**src/rtl/pic_pkg.sv**
```systemverilog
// Shared types and bit positions for the clocked 8259A-style bus control block.
package pic_pkg;

    // Initialisation sequencer states
    typedef enum logic [2:0] {
        UNINIT    = 3'd0,
        WAIT_ICW2 = 3'd1,
        WAIT_ICW3 = 3'd2,
        WAIT_ICW4 = 3'd3,
        READY     = 3'd4
    } pic_state_e;

    // Command-word bit positions
    localparam int ICW1_SEL  = 4;
    localparam int OCW3_SEL  = 3;
    localparam int ICW1_LTIM = 3;
    localparam int ICW1_SNGL = 1;
    localparam int ICW1_IC4  = 0;
    localparam int OCW3_RR   = 1;
    localparam int OCW3_RIS  = 0;

    // Read-back select encoding
    localparam logic RSEL_IRR = 1'b0;
    localparam logic RSEL_ISR = 1'b1;

    // One bit per command-word write strobe
    typedef struct packed {
        logic icw1;
        logic icw2;
        logic icw3;
        logic icw4;
        logic ocw1;
        logic ocw2;
        logic ocw3;
    } pic_strobe_t;

endpackage

```
**src/rtl/pic_wr_capture.sv**
```systemverilog
// CPU write capture: holds data/a0 while wr_n is low and emits a one-cycle
// commit (vld_p0) on the first cycle wr_n is sampled high with a write pending.
module pic_wr_capture
    import pic_pkg::*;
#(
    parameter int DATA_W = 8
) (
    input  logic              clk,
    input  logic              rst_n,
    input  logic              cs_n,
    input  logic              wr_n,
    input  logic              a0,
    input  logic [DATA_W-1:0] data_in,
    output logic [DATA_W-1:0] cap_data_p0,
    output logic              cap_a0_p0,
    output logic              vld_p0
);

    logic wr_pend_p0;

    // Pending flag: set by a selected low wr_n, cleared by deselect during wr_n low or by commit
    always_ff @(posedge clk or negedge rst_n) begin
        if (!rst_n) begin
            wr_pend_p0 <= 1'b0;
        end else if (!wr_n) begin
            wr_pend_p0 <= !cs_n;
        end else begin
            wr_pend_p0 <= 1'b0;
        end
    end

    // Data path capture; only meaningful while wr_pend_p0 is set, so no reset needed
    always_ff @(posedge clk) begin
        if (!wr_n && !cs_n) begin
            cap_data_p0 <= data_in;
            cap_a0_p0   <= a0;
        end
    end

    assign vld_p0 = wr_pend_p0 & wr_n;

endmodule

```
**src/rtl/pic_bus_control_seq.sv**
```systemverilog
// Clocked 8259A bus control: ICW/OCW decode with an initialisation sequencer,
// registered one-cycle write strobes, latched command word and read-back mux.
module pic_bus_control_seq
    import pic_pkg::*;
#(
    parameter int DATA_W   = 8,
    parameter bit INIT_RIS = 1'b0
) (
    input  logic              clk,
    input  logic              rst_n,
    input  logic              cs_n,
    input  logic              rd_n,
    input  logic              wr_n,
    input  logic              a0,
    input  logic [DATA_W-1:0] data_in,
    output logic [DATA_W-1:0] data_out,
    output logic              data_oe,
    input  logic [DATA_W-1:0] irr,
    input  logic [DATA_W-1:0] isr,
    input  logic [DATA_W-1:0] imr,
    output logic [DATA_W-1:0] cmd_word,
    output logic              icw1_wr,
    output logic              icw2_wr,
    output logic              icw3_wr,
    output logic              icw4_wr,
    output logic              ocw1_wr,
    output logic              ocw2_wr,
    output logic              ocw3_wr,
    output logic              sngl,
    output logic              ic4,
    output logic              ltim,
    output logic              init_done
);

    logic [DATA_W-1:0] cap_data_p0;
    logic              cap_a0_p0;
    logic              vld_p0;

    pic_state_e  state, state_nxt;
    logic        sngl_nxt, ic4_nxt, ltim_nxt;
    logic        rsel, rsel_nxt;
    pic_strobe_t strobe_nxt, strobe_p1;
    logic [1:0]  sel_bits;
    logic        icw1_hit;

    pic_wr_capture #(
        .DATA_W (DATA_W)
    ) u_wr_capture (
        .clk         (clk),
        .rst_n       (rst_n),
        .cs_n        (cs_n),
        .wr_n        (wr_n),
        .a0          (a0),
        .data_in     (data_in),
        .cap_data_p0 (cap_data_p0),
        .cap_a0_p0   (cap_a0_p0),
        .vld_p0      (vld_p0)
    );

    assign sel_bits = {cap_data_p0[ICW1_SEL], cap_data_p0[OCW3_SEL]};

    // D4=1 at a0=0 restarts initialisation from any state, except that READY
    // treats D4:D3=11 as a reserved command and drops it.
    assign icw1_hit = vld_p0 && !cap_a0_p0 && cap_data_p0[ICW1_SEL]
                      && !(state == READY && cap_data_p0[OCW3_SEL]);

    // State register plus registered strobes, configuration and command word
    always_ff @(posedge clk or negedge rst_n) begin
        if (!rst_n) begin
            state     <= UNINIT;
            sngl      <= 1'b0;
            ic4       <= 1'b0;
            ltim      <= 1'b0;
            rsel      <= INIT_RIS;
            strobe_p1 <= '0;
            cmd_word  <= '0;
        end else begin
            state     <= state_nxt;
            sngl      <= sngl_nxt;
            ic4       <= ic4_nxt;
            ltim      <= ltim_nxt;
            rsel      <= rsel_nxt;
            strobe_p1 <= strobe_nxt;
            if (|strobe_nxt) begin
                cmd_word <= cap_data_p0;
            end
        end
    end

    // Next-state, ICW1 configuration and read-select update on each committed write
    always_comb begin
        state_nxt = state;
        sngl_nxt  = sngl;
        ic4_nxt   = ic4;
        ltim_nxt  = ltim;
        rsel_nxt  = rsel;
        if (icw1_hit) begin
            state_nxt = WAIT_ICW2;
            sngl_nxt  = cap_data_p0[ICW1_SNGL];
            ic4_nxt   = cap_data_p0[ICW1_IC4];
            ltim_nxt  = cap_data_p0[ICW1_LTIM];
            rsel_nxt  = INIT_RIS;
        end else if (vld_p0) begin
            case (state)
                WAIT_ICW2: begin
                    if (cap_a0_p0) begin
                        if (!sngl) begin
                            state_nxt = WAIT_ICW3;
                        end else if (ic4) begin
                            state_nxt = WAIT_ICW4;
                        end else begin
                            state_nxt = READY;
                        end
                    end
                end
                WAIT_ICW3: begin
                    if (cap_a0_p0) begin
                        state_nxt = ic4 ? WAIT_ICW4 : READY;
                    end
                end
                WAIT_ICW4: begin
                    if (cap_a0_p0) begin
                        state_nxt = READY;
                    end
                end
                READY: begin
                    if (!cap_a0_p0 && sel_bits == 2'b01 && cap_data_p0[OCW3_RR]) begin
                        rsel_nxt = cap_data_p0[OCW3_RIS];
                    end
                end
                default: begin
                    state_nxt = state;
                end
            endcase
        end
    end

    // Strobe decode: at most one strobe per committed write
    always_comb begin
        strobe_nxt = '0;
        if (icw1_hit) begin
            strobe_nxt.icw1 = 1'b1;
        end else if (vld_p0) begin
            case (state)
                WAIT_ICW2: strobe_nxt.icw2 = cap_a0_p0;
                WAIT_ICW3: strobe_nxt.icw3 = cap_a0_p0;
                WAIT_ICW4: strobe_nxt.icw4 = cap_a0_p0;
                READY: begin
                    if (cap_a0_p0) begin
                        strobe_nxt.ocw1 = 1'b1;
                    end else if (sel_bits == 2'b00) begin
                        strobe_nxt.ocw2 = 1'b1;
                    end else if (sel_bits == 2'b01) begin
                        strobe_nxt.ocw3 = 1'b1;
                    end
                end
                default: strobe_nxt = '0;
            endcase
        end
    end

    assign icw1_wr   = strobe_p1.icw1;
    assign icw2_wr   = strobe_p1.icw2;
    assign icw3_wr   = strobe_p1.icw3;
    assign icw4_wr   = strobe_p1.icw4;
    assign ocw1_wr   = strobe_p1.ocw1;
    assign ocw2_wr   = strobe_p1.ocw2;
    assign ocw3_wr   = strobe_p1.ocw3;
    assign init_done = (state == READY);

    // Read-back mux; a concurrent write keeps the bus undriven
    always_comb begin
        data_oe  = ~rd_n & ~cs_n & wr_n;
        data_out = '0;
        if (data_oe) begin
            if (a0) begin
                data_out = imr;
            end else if (rsel == RSEL_ISR) begin
                data_out = isr;
            end else begin
                data_out = irr;
            end
        end
    end

endmodule

```
**config.mk**
```make
export PLATFORM = sky130hd
export DESIGN_NAME = pic_bus_control_seq
export DESIGN_NICKNAME = d
export VERILOG_FILES = /design/src/rtl/pic_pkg.sv /design/src/rtl/pic_wr_capture.sv /design/src/rtl/pic_bus_control_seq.sv
export SDC_FILE = /design/constraint.sdc
export NUM_CORES = 1
export LEC_CHECK = 0
export ABC_AREA = 1
export ABC_CLOCK_PERIOD_IN_PS = 1700
export BUFFER_PORTS_ARGS = -buffer_cell sky130_fd_sc_hd__buf_2
export CAP_MARGIN = 5
export CORE_UTILIZATION = 46
export CTS_CLUSTER_DIAMETER = 60
export DETAILED_ROUTE_END_ITERATION = 7
export PLACE_DENSITY = 0.88
export SLEW_MARGIN = 10
export SYNTH_ARGS = -nofsm -noshare
export SYNTH_HDL_FRONTEND = slang
export SYNTH_SLANG_ARGS = --single-unit
```
**constraint.sdc**
```tcl
create_clock -name clk -period 1.7 [get_ports clk]
set_clock_uncertainty 0.1 [all_clocks]
set_input_delay 0.17 -clock clk [delete_from_list [all_inputs] [get_ports clk]]
set_output_delay 0.17 -clock clk [all_outputs]
set_load 0.02 [all_outputs]
```
==> results.toml <==
[power_and_ir_drop]
cellPowerDensity_nw_per_um2 = 1150
vdd_ir_drop_max_mv = 0.481
p_leak_uw = 0.00110

[hold_path]
hp-class = "in2reg"

[cts]
cts.sinks = 32
clock_path_buffers = 2
cts_tree = "yes"
cts_root_buffer = "clkbuf_4"
path_clk_slew_ns = 0.09
cts_post_setup_buffers_inserted = 0
htree_num_levels = 2
cts_buffers = 5
clkLatencyLatePin_ns = 0.33

[floorplan]
core_area_um2 = 3050
fp.dieW_um = 58.9
rows = 20
ios = 66
die_y_um = 58.9
die_area_um2 = 3470
start_util = 0.488

[drt]
drtIter0Drc = 35
drt-pass1-iter-count = 4
vias = 1400
routed_wl_mm = 3.27
post-route-drc-count = 0
wl_per_cell_um = 11.4
ant_nets = 0
vias_per_cell = 4.88

[global_routing]
grt_pass1_wl_mm = 5.26
grt_util_met1 = 0.233
grt_pass1_vias = 1288
antenna_found_initial = 0
grt_max_degree = 24
use_met3 = 0.0615
track_usage = 0.206
grt_overflow = 0
grtUsageMet2 = 0.357
top_usage_layer = "met2"

[timing]
fmax_mhz = 622
tightest_slew_ns = 0.503
fin_crit_sh = 0.946
setup_violations = 0
whs_ns = 0.0957
finalMaxSlewViolations = 0
max-slew-margin-rel = 0.664
hold_viol = 0
post-route-min-period_ns = 1.61

[synthesis]
synth_top_family_by_area = "simple AND/OR/NAND/NOR gates"
synthSimpleGateAreaFrac = 0.295
syn-num-nets = 198
ys_warn_count = 0
synthArstFlopShare = 0.719
synth_edf_count = 9
syn_avg_cell_area_um2 = 9.31
synth_fa_ha_area_frac = 0
syn_inst = 160
synth_compound_area_frac = 0.0949
seq_area_frac_synth = 0.568
synth_xor_area_frac = 0
ys_ff_latch = 32
ys.flop_type = "dfrtp_1"
synth_cell_types = 21
syn_area_um2 = 1490
synthMuxAreaShare = 0

[cells_and_area]
insertedDiodeCount = 0
postLayoutCoreUtil = 0.675
layout_common_cells = "buf_2 (65), nand2_1 (50), dfrtp_1 (22)"
final_layout_size_suffix_gt1_frac = 0.366
area_growth_pct = 38.4
final_cell_area_um2 = 2060
finish.net_count = 280
layout_commonest_cell = "buf_2"

[place]
placed_cell_area_um2 = 1880
dp_hpwl_mm = 2.46
gp_congestion = 0.852
port_buffers = 65

[run]
cap_violations = 0

[setup_path]
crit_type = "reg2out"
required_ns = 1.43
critPathLaunchType = "register"
crit_path_end_kind = "output pin"
cp.arrival_ns = 1.34
crit_fanout = 8

[run_status]
status = "completed"
state kept, by name, summed over array words and instances, names as in the netlist:
signal                    flops
cmd_word                      8
u_wr_capture.cap_data_p0      8
state                         3
ic4                           1
icw1_wr                       1
icw2_wr                       1
icw3_wr                       1
icw4_wr                       1
ltim                          1
ocw1_wr                       1
ocw2_wr                       1
ocw3_wr                       1
rsel                          1
sngl                          1
u_wr_capture.cap_a0_p0        1
u_wr_capture.wr_pend_p0       1
Yosys cell counts (2+ instances only):
master	count	area share
nand2_4	2	0.015
dfrtp_1	23	0.39
o21ai_1	3	0.010
a31oi_1	8	0.034
nor2_2	4	0.017
nand3_1	14	0.047
nor2_8	2	0.027
inv_1	14	0.035
nor2_1	8	0.020
edfxtp_1	9	0.18
nand2_1	51	0.13
clkbuf_1	2	0.0050
o21ai_0	12	0.040
power by group:
group	internal [µW]	switching [µW]
logic	278	477
clock network	308	244
registers	948	120
worst paths after layout:
path / slack (ns) / depth (start not counted) / to / startpoint
setup reg to reg: 0.12 / 8 / cmd_word[2] / state[0]
hold / removal: 0.1 / 3 / u_wr_capture.wr_pend_p0 / cs_n
setup / recovery: 0.09 / 4 / data_out[0] / rsel
hold reg to reg: 0.35 / 2 / cmd_word[5] / u_wr_capture.cap_data_p0[5]
min in group asynchronous: 0.22 / 2 / cmd_word[6] / rst_n
max in group asynchronous: 0.90 / 2 / state[0] / rst_n
critical path, cell delays in order (launching register included):
cell	delay, ns
dfrtp_1	0.41
buf_4	0.18
nand2_1	0.06
a31oi_1	0.16
buf_2	0.19
timing repair:
item	CTS	global route
endpoints found under the hold margin	32	0
setup endpoints to repair	0	7
resized for setup	0	3
hold buffers	10	0
kinds of logic (layout without fill, tap and decap cells):
| group | after synthesis | after routing |
|---|---|---|
| simple gates | 86 | 86 |
| buf+inv | 17 | 100 |
| compound gates | 25 | 25 |
| flops | 32 | 32 |
stage by stage:
stage	power (µW)	setup TNS [ns]	setup slack, ns	std cells
global placement	1780	0	0.175	269
detailed placement	1800	0	0.156	269
global route	2510	-0.0191	-0.00891	287
floorplan	1530	0	0.192	160
finish	2380	0	0.0914	287
CTS	2370	0	0.0397	287
routing by layer:
metal  vias to the layer above  part of all wire  wire [µm]
li1                        695                 -          -
met3                        15             0.071        231
met5                         -                 0          0
met4                         0             0.034        112
met2                        77              0.50       1640
met1                       613              0.39       1280
cell type report:
cell class	instances	area [µm²]
clock buffer	6	41.3
clock inverter	2	35.0
fill	269	991
inverter	15	60.1
multi-input combinational	111	583
sequential	32	847
tap	44	55.1
timing repair buffer	77	440
(Power assumes the default switching activity.)
